**config.mk**
```make
export PLATFORM = sky130hd
export DESIGN_NAME = cbf_output_stage
export DESIGN_NICKNAME = d
export VERILOG_FILES = /design/src/rtl/cbf_output_stage.sv
export SDC_FILE = /design/constraint.sdc
export NUM_CORES = 1
export LEC_CHECK = 0
export BUFFER_PORTS_ARGS = -buffer_cell sky130_fd_sc_hd__buf_4
export CAP_MARGIN = 20
export CELL_PAD_IN_SITES_DETAIL_PLACEMENT = 1
export CELL_PAD_IN_SITES_GLOBAL_PLACEMENT = 2
export CORE_MARGIN = 2
export CORE_UTILIZATION = 36
export CTS_CLUSTER_DIAMETER = 80
export DETAILED_ROUTE_END_ITERATION = 6
export PLACE_DENSITY = 0.82
export SETUP_SLACK_MARGIN = 0.4
export SYNTH_ARGS = -nofsm -noshare
export SYNTH_HDL_FRONTEND = slang
export SYNTH_SLANG_ARGS = --single-unit
```
**constraint.sdc**
```tcl
create_clock -name clk -period 2.5 [get_ports clk]
set_input_delay 0.75 -clock clk [delete_from_list [all_inputs] [get_ports clk]]
set_output_delay 0.75 -clock clk [all_outputs]
set_load 0.02 [all_outputs]
```
**src/rtl/cbf_output_stage.sv**
```systemverilog
// Output stage for the CBF filter: offset-binary to two's complement, boxcar
// decimation by DECIM, and a show-ahead valid/ready FIFO with drop accounting.
module cbf_output_stage #(
  parameter int unsigned IN_W       = 16,
  parameter int unsigned DECIM      = 4,
  parameter int unsigned FIFO_DEPTH = 8
) (
  input  logic                          clk,
  input  logic                          rst,
  input  logic [IN_W-1:0]               in_data,
  input  logic                          in_valid,
  input  logic                          clr,
  output logic [IN_W-1:0]               m_data,
  output logic                          m_valid,
  input  logic                          m_ready,
  output logic [$clog2(FIFO_DEPTH):0]   level,
  output logic                          ovf,
  output logic [7:0]                    drop_cnt
);

  localparam int unsigned SH    = $clog2(DECIM);
  localparam int unsigned ACC_W = IN_W + SH;
  localparam int unsigned PH_W  = (SH > 0) ? SH : 1;
  localparam int unsigned AW    = $clog2(FIFO_DEPTH);
  localparam int unsigned LW    = AW + 1;

  logic signed [IN_W-1:0]  s;
  logic signed [ACC_W-1:0] acc;
  logic signed [ACC_W-1:0] sum;
  logic [PH_W-1:0]         phase;
  logic                    last;
  logic [IN_W-1:0]         word;

  logic [IN_W-1:0]         mem [FIFO_DEPTH];
  logic [AW:0]             wr_ptr;
  logic [AW:0]             rd_ptr;
  logic [LW-1:0]           level_nxt;
  logic                    push_req;
  logic                    push_ok;
  logic                    pop;
  logic                    full;
  logic                    drop;

  // Conversion, accumulation and group-completion decode
  always_comb begin
    s        = {~in_data[IN_W-1], in_data[IN_W-2:0]};
    sum      = acc + ACC_W'(s);
    word     = IN_W'(sum >>> SH);
    last     = (phase == PH_W'(DECIM - 1));
    push_req = in_valid & ~clr & last;
  end

  // FIFO control; full is derived from the wrap bit of the pointers
  always_comb begin
    full    = (wr_ptr[AW] != rd_ptr[AW]) && (wr_ptr[AW-1:0] == rd_ptr[AW-1:0]);
    pop     = m_valid & m_ready;
    push_ok = push_req & (~full | pop);
    drop    = push_req & ~push_ok;
    level_nxt = level;
    case ({push_ok, pop})
      2'b10:   level_nxt = level + LW'(1);
      2'b01:   level_nxt = level - LW'(1);
      default: level_nxt = level;
    endcase
  end

  assign m_data = mem[rd_ptr[AW-1:0]];

  // Decimation accumulator and phase
  always_ff @(posedge clk or negedge rst) begin
    if (!rst) begin
      acc   <= '0;
      phase <= '0;
    end else if (clr) begin
      acc   <= '0;
      phase <= '0;
    end else if (in_valid) begin
      if (last) begin
        acc   <= '0;
        phase <= '0;
      end else begin
        acc   <= sum;
        phase <= phase + PH_W'(1);
      end
    end
  end

  // FIFO storage and pointers
  always_ff @(posedge clk or negedge rst) begin
    if (!rst) begin
      for (int i = 0; i < int'(FIFO_DEPTH); i++) mem[i] <= '0;
      wr_ptr  <= '0;
      rd_ptr  <= '0;
      level   <= '0;
      m_valid <= 1'b0;
    end else begin
      if (push_ok) begin
        mem[wr_ptr[AW-1:0]] <= word;
        wr_ptr              <= wr_ptr + (AW+1)'(1);
      end
      if (pop) rd_ptr <= rd_ptr + (AW+1)'(1);
      level   <= level_nxt;
      m_valid <= (level_nxt != '0);
    end
  end

  // Sticky overflow and saturating drop counter
  always_ff @(posedge clk or negedge rst) begin
    if (!rst) begin
      ovf      <= 1'b0;
      drop_cnt <= '0;
    end else if (clr) begin
      ovf      <= 1'b0;
      drop_cnt <= '0;
    end else if (drop) begin
      ovf <= 1'b1;
      if (drop_cnt != 8'hFF) drop_cnt <= drop_cnt + 8'd1;
    end
  end

endmodule

```
==> results of run 1 <==
## routing by layer
| metal | GRT usage (%) | share of wire [%] |
|---|---|---|
| met1 | 31.3 | 39 |
| met2 | 43.2 | 49 |
| met3 | 4.51 | 5.7 |
| met4 | 10.4 | 6.8 |
| met5 | 0 | 0 |
## cell type report
| cell class | count | area [um^2] | area share, % |
|---|---|---|---|
| tap | 285 | 357 | 2.82 |
| timing repair buffer | 208 | 2560 | 20.3 |
| sequential | 170 | 4260 | 33.7 |
| multi-input combinational | 551 | 4840 | 38.3 |
| clock buffer | 21 | 460 | 3.64 |
| inverter | 6 | 22.5 | 0.178 |
| clock inverter | 11 | 144 | 1.14 |
## power by group
group	internal (mW)	switching, mW	leakage [nW]
clock	1.63	1.20	0.297
combinational	2.02	2.18	3.05
sequential	2.96	0.226	2.33
total	6.61	3.61	5.68
## final timing paths
| check | from | to | slack (ps) | cells after the start |
|---|---|---|---|---|
| setup / recovery | rd_ptr[0]$_DFFE_PN0P_ | m_data[2] | -400 | 5 |
| hold / removal | rst | m_valid$_DFF_PN0_ | 220 | 1 |
| setup reg to reg | acc[0]$_DFFE_PN0P_ | mem[92]$_DFFE_PN0P_ | -130 | 11 |
| hold reg to reg | mem[10]$_DFFE_PN0P_ | mem[10]$_DFFE_PN0P_ | 480 | 2 |
| max in group asynchronous | rst | mem[22]$_DFFE_PN0P_ | 1530 | 2 |
| min in group clk | mem[10]$_DFFE_PN0P_ | mem[10]$_DFFE_PN0P_ | 480 | 2 |
## logic make-up (layout without fill, tap and decap cells)
family | count (synthesis) | in the layout | share of synthesized area (%)
multiplexers | 52 | 52 | 11.5
AO/OA/AOI/OAI | 204 | 204 | 13.9
flip-flops | 170 | 170 | 51.9
adder cells (fa/ha/maj) | 25 | 25 | 4.00
XOR/XNOR | 35 | 36 | 3.83
buffers and inverters | 49 | 246 | 2.67
AND/OR/NAND/NOR | 233 | 234 | 12.1
## sequential cells by signal, indices dropped and copies added, names as in the netlist
name and cells:
mem 128, acc 18, drop_cnt 8, level 4, rd_ptr 4, wr_ptr 4
phase 2, m_valid 1, ovf 1
## what timing repair did
item | CTS | global route
endpoints found under the hold margin | 0 | 0
cloned | 19 | 14
gates resized for setup | 170 | 142
setup buffers | 27 | 12
setup endpoints to repair | 135 | 172
pin swaps | 54 | 28
## Yosys cell counts, types with 13 or more instances
| cell type | instances | area share (%) |
|---|---|---|
| nand2_1 | 171 | 7.8 |
| dfrtp_1 | 170 | 52 |
| o21ai_0 | 141 | 8.6 |
| mux4_2 | 32 | 8.8 |
| clkbuf_1 | 26 | 1.2 |
| ha_1 | 23 | 3.5 |
| a21oi_1 | 22 | 1.3 |
| nor2_1 | 21 | 0.96 |
| mux2_2 | 18 | 2.5 |
| xnor2_1 | 18 | 1.9 |
| xor2_1 | 16 | 1.7 |
| buf_2 | 13 | 0.79 |
| o21ai_1 | 13 | 0.79 |
## through the flow
stage | utilization (%) | hold slack, ps | std cells
2_1_floorplan | - | 445 | 768
5_1_grt | 56.2 | 250 | 1252
6_report | 56.2 | 223 | 1252
4_1_cts | 52.3 | 247 | 1226
3_5_place_dp | 43.9 | 469 | 1148
3_3_place_gp | 43.9 | 456 | 1148
==> flow_summary.toml, run 1 <==
[synth]
synth_cells = 768
synth_enable_flop_cells = 0
syn_nets = 814
synth_seq_cells = 170
synth.yosys.warnings = 0
synth.distinct_cells = 50
ys_async_sr_fraction_pct = 100
synth.avg_cell_area_um2 = 10.7
seq_total_area_yosys_pct = 51.9
post_synth_instance_area_um2 = 8190
ys_dominant_reg_cell = "dfrtp_1"

[timing]
grt_setup_unrepaired = "true"
timing_max_transition_violations_final = 0
slew_headroom_pct = 54.2
post-route-min-period_ps = 2900
max_freq_mhz = 345
timing.final.ws_setup_ps = -399
worst_clock_skew_ps = 12.4
portion_of_the_clock_cycle_consumed_by_the_worst_path_in_the_final_layout_pct = 116
tightestPinTransition_ps = 685
hold_violations = 0
setup_viol = 61
setup_total_negative_slack_ps = -7990

[die]
placement_rows = 55
design.die.area_um2 = 24000
die_x_um = 155
floorplan.initialDensity_pct = 36.4
design.core.area_um2 = 22500
chipHeight_um = 155
io_pins = 51

[layout]
nNetsFinal = 1000
final_cell_mix = "dfrtp_1, nand2_1, buf_4"
flow.area_growth_from_synthesis_pct = 54.3
final_common_cell = "dfrtp_1"
diodes = 0
finalInstanceArea_um2 = 12600
drive_gt1_share_pct = 50.5
final.fill_count = 2207

[cts]
cts.clk_slew.worst_paths_ps = 70
cts_buffer_depth = 2
numCtsBuffers = 17
htree_num_levels = 4
cts_tree = "built"
worst_skew_late_latency_ps = 440
cts.sinks = 170
cts_root_buffer = "clkbuf_16"
cts-hold-fix-buffers = 0

[run_status]
failed_checks = "negative setup slack"
outcome = "finished with violations"

[worst_setup_path]
worstSetupPathType = "flop to output port"
timing.critical_path.max_delay_family = "multiplexers"
critical_path_peak_fanout = 6
endpoint_kind = "output port"
critPathMaxStageDelay_ps = 530
worst_setup_path_start_kind = "flop"
critical_path.slowest_cell = "mux4_2"
worst-endpoint-required_ps = 1750
number_of_buffer_and_inverter_instances_along_the_worst_setup_path = 3
timing.critical_path.cells = "buf_12 > clkbuf_16 > mux4_2 > mux2_4 > buf_6"
critPathArrivalTime_ps = 2150

[placed_design]
dpl.hpwl_mm = 14.5
placed_cell_area_um2 = 9880
place_ws_ps = -520
io_buffers = 50
place_congestion = 0.761

[flow_run]
maxCapViolations = 0

[detailed_routing]
via_count = 7329
post_drt_via_cell_ratio = 5.85
drt_iter0_markers = 568
drc = 0
detail_route.wirelength_mm = 34.6
pre_antenna_drt_iters = 6
number_of_nets_with_antenna_violations_after_routing = 0
route.detailed.wl_per_inst_um = 27.7

[grt]
vias_in_the_first_global_route = 7535
grt_max_degree = 46
grtUsageTotal_pct = 25.1
overflow = 0
grt_antenna_before_repair = 0
grt_first_pass_wirelength_mm = 45.1

[power]
p_per_area_nw_per_um2 = 808
max-vdd-ir-drop_v = 0.000475
power.static_leakage_nw = 5.68
power.total_mw = 10.2

[worst_hold_path]
hold_path.class = "input pin to async pin"
No activity file was read; power rests on OpenSTA's default activity.
==> run 2, diff against run 1 <==
- SKIP_CTS_REPAIR_TIMING: default -> 1
==> flow_summary.toml, run 2 (synthesized netlist as in run 1, its figures left out) <==
[run_status]
outcome = "finished with violations"
failed_checks = "negative setup slack"

[worst_setup_path]
critPathMaxStageDelay_ps = 510
timing.critical_path.cells = "buf_12 > clkbuf_16 > mux4_2 > mux2_4 > buf_6"
reg2reg_depth = 10
critPathArrivalTime_ps = 2150
critical_path_peak_fanout = 6
reg2reg_setup_slack_ps = -170
critical_path.slowest_cell = "mux4_2"
worst-endpoint-required_ps = 1750
worst_setup_path_start_kind = "flop"
cp-startpoint = "rd_ptr[0]$_DFFE_PN0P_"
worstSetupPathType = "flop to output port"
endpoint_kind = "output port"
critical_path.reg2reg.startpoint = "acc[0]$_DFFE_PN0P_"

[detailed_routing]
number_of_nets_with_antenna_violations_after_routing = 0
detail_route.wirelength_mm = 32.8
post_drt_via_cell_ratio = 5.87
drt_iter0_markers = 389
route.detailed.wl_per_inst_um = 26.5
pre_antenna_drt_iters = 4
via_count = 7260
drc = 0

[cts]
cts.clk_slew.worst_paths_ps = 60
numCtsBuffers = 17
htree_num_levels = 4
cts_tree = "built"
worst_skew_late_latency_ps = 440
cts_buffer_depth = 2
cts_root_buffer = "clkbuf_16"
cts.sinks = 170

[placed_design]
place_congestion = 0.761
io_buffers = 50
dpl.hpwl_mm = 14.5
placed_cell_area_um2 = 9880

[layout]
finalInstanceArea_um2 = 12300
final_common_cell = "dfrtp_1"
drive_gt1_share_pct = 46.2
regMostFlops = "mem"
final.fill_count = 2245
max_ffs_per_register = 128
final_cell_mix = "dfrtp_1, nand2_1, buf_4"
reg_top3 = "mem (128), acc (18), drop_cnt (8)"
nNetsFinal = 985
diodes = 0
flow.area_growth_from_synthesis_pct = 49.6

[timing]
setup_total_negative_slack_ps = -8160
whs_ps = 233
setup_viol = 34
slew_headroom_pct = 58.4
grt_setup_unrepaired = "true"
post-route-min-period_ps = 2900
hold_violations = 0
timing.final.ws_setup_ps = -398
max_freq_mhz = 345
timing_max_transition_violations_final = 0
tightestPinTransition_ps = 622
portion_of_the_clock_cycle_consumed_by_the_worst_path_in_the_final_layout_pct = 116
worst_clock_skew_ps = 14.7

[flow_run]
maxCapViolations = 0

[grt]
grtUsageTotal_pct = 19.2
grt_max_degree = 46
grt_first_pass_wirelength_mm = 36.1
vias_in_the_first_global_route = 6703
grt_antenna_before_repair = 0
overflow = 0

[power]
p_per_area_nw_per_um2 = 820
power.total_mw = 10.1
max-vdd-ir-drop_v = 0.000493
power.static_leakage_nw = 5.51

[die]
placement_rows = 55
floorplan.initialDensity_pct = 36.4
design.die.area_um2 = 24000
chipHeight_um = 155
die_x_um = 155
io_pins = 51
design.core.area_um2 = 22500

[worst_hold_path]
hold_path.class = "input pin to async pin"
## run 2: power by group
group	switching [mW]	total (mW)	internal, mW
clock network	1.16	2.78	1.63
registers	0.212	3.18	2.97
logic	2.13	4.09	1.96
total	3.50	10.1	6.55
## run 2: area by class of cell
class | instances | area (um^2) | share of cell area (%)
Multi-Input combinational cell | 551 | 4740 | 38.7
Tap cell | 285 | 357 | 2.91
Inverter | 6 | 25.0 | 0.204
Timing Repair Buffer | 193 | 2270 | 18.6
Sequential cell | 170 | 4260 | 34.7
Clock buffer | 21 | 460 | 3.76
Clock inverter | 11 | 144 | 1.17
## run 2: final timing paths
check,end
setup / recovery,m_data[4]
hold / removal,level[2]$_DFF_PN0_
setup reg to reg,mem[126]$_DFFE_PN0P_
hold reg to reg,mem[2]$_DFFE_PN0P_
max in group asynchronous,mem[75]$_DFFE_PN0P_
min in group clk,mem[2]$_DFFE_PN0P_
## run 2: layer usage
| layer | vias to the layer above | share of wire [%] | GRT usage [%] |
|---|---|---|---|
| met1 | 3783 | 40 | 25.0 |
| met4 | 0 | 5.6 | 5.91 |
| met3 | 128 | 5.5 | 3.37 |
| met5 | - | 0 | 0 |
| li1 | 3063 | - | - |
| met2 | 286 | 49 | 33.0 |
## run 2: critical path, delay by kind of cell (launching register included)
family / cells / cell delay, ps
buffers and inverters: 3 / 480
flip-flops: 1 / 430
multiplexers: 2 / 800
## run 2: per-stage QoR
stage,cells,setup WS (ps),util (%)
after detailed placement,1148,-520,43.9
after floorplan,768,-187,-
after global routing,1237,-414,54.5
final,1237,-398,54.5
after global placement,1148,-489,43.9
after CTS,1180,-398,46.6
